$ cat config.mk
export PLATFORM = sky130hd
export DESIGN_NAME = instr_encoder
export DESIGN_NICKNAME = d
export VERILOG_FILES = /design/src/rtl/instr_encoder.sv
export SDC_FILE = /design/constraint.sdc
export NUM_CORES = 1
export LEC_CHECK = 0
export CORE_MARGIN = 2
export CORE_UTILIZATION = 55
export DETAILED_ROUTE_END_ITERATION = 12
export PLACE_DENSITY = 0.8
export SYNTH_ARGS = -nofsm -noshare
export SYNTH_HDL_FRONTEND = slang
export SYNTH_SLANG_ARGS = --single-unit
$ cat constraint.sdc
create_clock -name clk -period 4.3 [get_ports clk]
set_input_delay 0.86 -clock clk [delete_from_list [all_inputs] [get_ports clk]]
set_output_delay 0.86 -clock clk [all_outputs]
set_load 0.01 [all_outputs]
$ cat src/rtl/instr_encoder.sv
// Instruction encoder/loader: packs decoded fields into 16-bit words, buffers them and writes them into instruction memory.
// Optional illegal-opcode filtering is enabled with `define ENC_ILLEGAL_EN.
module instr_encoder #(
  parameter int          AW      = 8,
  parameter int          DEPTH   = 4,
  parameter logic [3:0]  HALT_OP = 4'hF,
  parameter logic [3:0]  MAX_OP  = 4'hB
) (
  input  logic          clk,
  input  logic          rst,
  input  logic          clear,
  input  logic          in_valid,
  output logic          in_ready,
  input  logic [3:0]    opcode,
  input  logic [3:0]    rd,
  input  logic [3:0]    rs,
  input  logic [3:0]    rt,
  input  logic          imm_sel,
  input  logic [7:0]    imm,
  output logic          mem_we,
  output logic [AW-1:0] mem_addr,
  output logic [15:0]   mem_wdata,
  input  logic          mem_ready,
  output logic          done,
  output logic          err
);

  localparam int PW = $clog2(DEPTH);
  localparam logic [PW:0] CNT_FULL = (PW+1)'(DEPTH);
  localparam logic [PW:0] CNT_ONE  = (PW+1)'(1);

  generate
    if (MAX_OP >= HALT_OP || DEPTH < 2 || (DEPTH & (DEPTH - 1)) != 0) begin : g_bad_cfg
      $error("instr_encoder: invalid parameter set");
    end
  endgenerate

  typedef enum logic [1:0] {S_LOAD, S_DRAIN, S_DONE} state_t;

  state_t        r_state;
  logic [15:0]   r_fifo [DEPTH];
  logic [PW:0]   r_wr_ptr;
  logic [PW:0]   r_rd_ptr;
  logic [AW-1:0] r_addr;

  logic          w_restart;
  logic [PW:0]   w_count;
  logic          w_empty;
  logic          w_full;
  logic [15:0]   w_word;
  logic          w_accept;
  logic          w_illegal;
  logic          w_push;
  logic          w_pop;

  assign w_restart = !rst || clear;
  assign w_count   = r_wr_ptr - r_rd_ptr;
  assign w_empty   = (w_count == '0);
  assign w_full    = (w_count == CNT_FULL);
  assign w_word    = imm_sel ? {opcode, rd, imm} : {opcode, rd, rs, rt};

  assign in_ready  = !w_full && (r_state == S_LOAD);
  assign w_accept  = in_valid && in_ready;

`ifdef ENC_ILLEGAL_EN
  logic r_err;
  assign w_illegal = (opcode > MAX_OP) && (opcode < HALT_OP);
  assign err       = r_err;

  always_ff @(posedge clk) begin
    if (w_restart) begin
      r_err <= 1'b0;
    end else if (w_accept && w_illegal) begin
      r_err <= 1'b1;
    end
  end
`else
  assign w_illegal = 1'b0;
  assign err       = 1'b0;
`endif

  assign w_push = w_accept && !w_illegal;

  // The write strobe is masked during restart so a dropped head is never committed.
  assign mem_we    = !w_empty && (r_state != S_DONE) && !w_restart;
  assign w_pop     = mem_we && mem_ready;
  assign mem_addr  = r_addr;
  assign mem_wdata = w_empty ? 16'h0000 : r_fifo[r_rd_ptr[PW-1:0]];
  assign done      = (r_state == S_DONE);

  always_ff @(posedge clk) begin
    if (w_push) begin
      r_fifo[r_wr_ptr[PW-1:0]] <= w_word;
    end
  end

  always_ff @(posedge clk) begin
    if (w_restart) begin
      r_state  <= S_LOAD;
      r_wr_ptr <= '0;
      r_rd_ptr <= '0;
      r_addr   <= '0;
    end else begin
      if (w_push) begin
        r_wr_ptr <= r_wr_ptr + CNT_ONE;
      end
      if (w_pop) begin
        r_rd_ptr <= r_rd_ptr + CNT_ONE;
        r_addr   <= r_addr + AW'(1);
      end
      case (r_state)
        S_LOAD: begin
          if (w_accept && opcode == HALT_OP) begin
            r_state <= S_DRAIN;
          end
        end
        // HALT is the last word pushed, so popping the final entry commits it.
        S_DRAIN: begin
          if (w_pop && w_count == CNT_ONE) begin
            r_state <= S_DONE;
          end
        end
        S_DONE:  r_state <= S_DONE;
        default: r_state <= S_LOAD;
      endcase
    end
  end

endmodule
# [Word level (Yosys, flattened, before mapping)]
# Memories as Yosys holds them, arrays and structs flattened. A register that Yosys moved wholly into a read port is not among the register bits.
# Index checks and enable logic that the tools add are counted.
[op_classes] muxes=9 reduce_logical=15 add_sub_neg=4 eq_ne=8
[ops] cell="2-to-1 mux 16 bit" n=1
[ops] cell="adder 8 x 1 -> 8 bit (second input constant)" n=1
[ops] cell="2-to-1 mux 2 bit" n=4
[ops] cell="2-to-1 mux 8 bit" n=1
[ops] cell="logical AND 1 bit" n=7
[ops] cell="adder 3 x 1 -> 3 bit (second input constant)" n=2
[ops] cell="case mux 2 bit (3 select lines)" n=1
[ops] cell="== test 4 bit (second input constant)" n=1
[ops] cell="logical NOT 1 bit" n=4
[ops] cell="inequality test 2 bit (second input constant)" n=2
[ops] cell="== test 3 x 1 -> 1 bit (second input constant)" n=1
[ops] cell="== test 3 bit (second input constant)" n=1
[ops] cell="logical NOT 3 bit" n=1
[ops] cell="subtractor 3 bit" n=1
[ops] cell="== test 2 x 1 -> 1 bit (second input constant)" n=1
[ops] cell="== test 2 bit (second input constant)" n=1
[ops] cell="logical NOT 2 bit" n=1
[ops] cell="2-to-1 mux 1 bit" n=2
[ops] cell="inequality test 2 x 1 -> 1 bit (second input constant)" n=1
[ops] cell="AND reduction 2 bit" n=1
[ops] cell="logical OR 1 bit" n=1
[totals] register_bits=16 n_memories=1 ramBits=64 output_inout_bits=28
[memory_table] name="r_fifo" depth=4 width=16 read_ports=1 rd_ports_with_merged_regs=1 wr=1 line="41" text="logic [15:0] r_fifo [DEPTH];"

# [Logic depth before layout (Yosys ltp)]
[depth] ltp_word=9 mapped_depth=8

# [Least setup slack after synthesis]
# No wires, ideal clock.
[synth_path] path_type="reg2out" startpoint="register r_wr_ptr[0]" endpoint="output mem_wdata[11]" path_slack_ns=1.342 path_stages_with_launch=8 required_ns=3.440 n_path_buf=1 arrival_time_ns=2.098 path_cell_list="dfxtp_1 > inv_1 > ha_1 > fa_1 > xor3_2 > nor2_1 > clkbuf_1 > and2b_1"
[synth_between] elab_chain_cells=3
[synth_rtl] item="from (decl)" line="42" text="logic [PW:0] r_wr_ptr;"
[synth_rtl] item="from (signal assigned)" line="105" text="r_wr_ptr <= r_wr_ptr + CNT_ONE;"
[synth_rtl] item="subtractor 3 bit" line="57" text="assign w_count = r_wr_ptr - r_rd_ptr;"
[synth_rtl] item="logical NOT 3 bit" line="58" text="assign w_empty = (w_count == '0);"
[synth_rtl] item="2-to-1 mux 16 bit" line="88" text="assign mem_wdata = w_empty ? 16'h0000 : r_fifo[r_rd_ptr[PW-1:0]];"
[synth_rtl] item="to (decl)" line="22" text="output logic [15:0] mem_wdata,"
# No other way between the ends.

# [Worst setup path in the final report]
[layout_path] startpoint="register r_wr_ptr[0]" endpoint="output mem_wdata[5]"
# Same word-level chain as after synthesis.

==> impl_results.md <==
* Status: finished, final reports clean
* Final net count at 320
* Core ar. at 0.006277 sq mm
* Synth area leader: edfxtp_1
* Clock Path Buffers at 2
* Setup TNS at 0 ns
* Hold Crit Class: reg -> reg
* Total track usage at 0.1963
* Gpl congestion at 0.7654
* Clk_skew at 0.009228 ns
* Post-CTS Setup Bufs at 0
* Area contributors post-synth: edfxtp_1 54%, dfxtp_1 10%, mux4_2 10%
* Syn nets at 259
* Critical Path End Type: primary output
* Combinational Power Share at 0.069
* Worst rel slew slack at 0.3875
* Max Cap Violations at 0
* Area of the die at 0.007084 sq mm
* Endpoints failing setup at 0
* H-tree Lvls at 3
* Yosys cell types at 41
* Via density at 5.645
* CTS root buffer: clkbuf_8
* Mapped cell area at 0.003535 sq mm
* Net Sw Frac at 0.1906
* Minimum clock period at 3.776 ns
* Fraction of layout cells with a size suffix above 1 at 0.1549
* Worst skew pair latency at 0.34 ns
* Vias in the first global route at 2041
* Max VDD drop at 0.0002737 V
* RSZ-0062 raised after global routing: false
* Post-Route WL at 6.479 mm
* Yosys warnings at 0
* Worst-Margin Slew at 0.9187 ns
* Power density over the cells at 370.6 mW/mm^2
* Int Pwr at 0.001322 W
* Asr flop ratio synth at 0
* Post-synthesis average cell area at 16.21 sq um
* Commonest cells post-synth: 64 x edfxtp_1, 18 x dfxtp_1, 16 x mux4_2
* Area growth syn-to-layout at 24.67%
* TritonCTS Buffers at 9
* IO Count at 58
* Gr ovfl total at 0
* Post-synth EDFFs at 64
* Row count at 29
* Slew Viols, Final at 0
* Iteration-0 DRC count of the detailed router at 176
* Flop pwr share at 0.538
* Critical Path RT at 3.44 ns
* Sequential share of the synthesized area at 0.6457
* Post-route ant nets at 0
* Largest net degree at the start of global routing at 17
* CP Max Fanout at 16
* Post-route DRC at 0
* Crit Path Category: reg -> out
* Cell count after synthesis at 218
* Reg2Reg Setup Slack at 1.49 ns
* TritonRoute pass-1 iters at 4
* TritonCTS clock tree: yes
* #FFs+latches synth at 82
* CP Launch Type: flip-flop
* NetSw at 0.0003113 W
* Antenna violations before repair at 0
* CTS clk-pin slew, worst paths at 0.07 ns
* Clk network pwr share at 0.393
* Most common cell in the netlist: edfxtp_1
* Die W at 84.17 um
* Final Cycle Share at 0.8781
* Post_cts resized at 0
* Global-route wire length before repair at 10.43 mm
* Crit path arrival time at 2.92 ns
* DP HPWL at 4.361 mm
* Ys flop type: edfxtp_1
* PnR Total Power at 0.001633 W
* Fmax at 264.8 MHz
* Die Ht at 84.17 um
* Final hold vios at 0
* CTS Sinks at 82
* Share of the synthesized area in the top cell type at 0.5437
* I/O Buffers at 56
* WL per Instance at 17.95 um
* DR vias at 2038
* Ant. Diodes at 0
* Hold buffers post-CTS at 0
* Pleak at 1.519 nW
* Initial Util at 0.5631
cell type report:
cell class,instances,area [sq um]
Clock buffer,11,131.4
Clock inverter,5,102.6
Fill cell,428,1871
Inverter,9,33.78
Multi-Input combinational cell,118,1177
Sequential cell,82,2282
Tap cell,77,96.34
Timing Repair Buffer,59,583.1
flip-flops by register name (all words and copies together), names as in the netlist, named ones only:
name	cells
mem_addr	8
r_fifo	64
r_rd_ptr	3
r_state	2
r_wr_ptr	3
critical path, stage by stage (launching register included):
cell and delay, ns:
dfxtp_1 0.38, inv_1 0.11, ha_1 0.22, fa_1 0.50, nand2_1 0.20, nor2_1 0.21, buf_4 0.26, and2b_1 0.21
clkdlybuf4s50_1 0.49
cell families (layout without fill, tap and decap cells):
logic type | after synthesis | count (layout) | share of synthesized area
AOI/OAI and AO/OA | 23 | 23 | 0.04849
DFF | 82 | 82 | 0.6457
other | 1 | 1 | 0.001061
muxes | 27 | 27 | 0.1359
adders and majority gates | 11 | 11 | 0.04106
xor gates and xnor gates | 7 | 7 | 0.02584
buffers and inverters | 18 | 84 | 0.02124
and+or+nand+nor | 49 | 49 | 0.08071
through the flow:
| stage | instance area, sq um | utilization | hold WS, ns | worst slack [ns] | instances |
|---|---|---|---|---|---|
| 6_report | 4407 | 0.7020 | 0.4826 | 0.5240 | 361 |
| 5_1_grt | 4407 | 0.7020 | 0.5315 | 0.3164 | 361 |
| 4_1_cts | 4407 | 0.7020 | 0.4828 | 0.5398 | 361 |
| 3_5_place_dp | 4173 | 0.6647 | 0.4722 | 0.8903 | 345 |
| 3_3_place_gp | 4173 | 0.6647 | 0.4663 | 0.9046 | 345 |
| 2_1_floorplan | 3535 | - | 0.4515 | 1.342 | 218 |
path summary, 6_finish.rpt:
check | from | end | depth (start not counted)
setup / recovery | r_wr_ptr[0] | mem_wdata[5] | 8
hold / removal | r_state[1] | r_state[1] | 2
setup reg to reg | r_wr_ptr[0] | r_fifo[2][8] | 6
hold reg to reg | r_state[1] | r_state[1] | 2
per-layer routing:
| layer | global-route usage | vias to the layer above | share of wire | wire length [um] |
|---|---|---|---|---|
| met2 | 0.3232 | 54 | 0.52 | 3391 |
| met3 | 0.05113 | 9 | 0.036 | 231 |
| met5 | 0 | - | 0 | 0 |
| met4 | 0.06598 | 0 | 0.012 | 78 |
| li1 | - | 955 | - | - |
| met1 | 0.2574 | 1020 | 0.43 | 2778 |
power groups by stage:
stage / clock network (W) / registers, W / logic, W
2_1_floorplan: 0 / 0.000894 / 0.0000541
3_3_place_gp: 0 / 0.000895 / 0.000110
3_5_place_dp: 0 / 0.000897 / 0.000113
4_1_cts: 0.000651 / 0.000879 / 0.000113
5_1_grt: 0.000686 / 0.000880 / 0.000122
6_report: 0.000642 / 0.000878 / 0.000112
cells in the final DEF, fill, tap and decap left out, drive strengths merged, types with 2 or more instances in the layout:
master,n
clkbuf,11
a21oi,5
and3,2
and4,3
clkdlybuf4s50,56
inv,9
nor2,10
mux2,8
clkinv,2
and2,3
nor2b,8
o211ai,6
mux2i,3
buf,3
o31ai,4
xor2,4
edfxtp,64
mux4,16
o21ai,2
bufinv,3
nand2,8
dfxtp,18
and2b,9
ha,10
No activity file was read; power rests on OpenSTA's default activity.
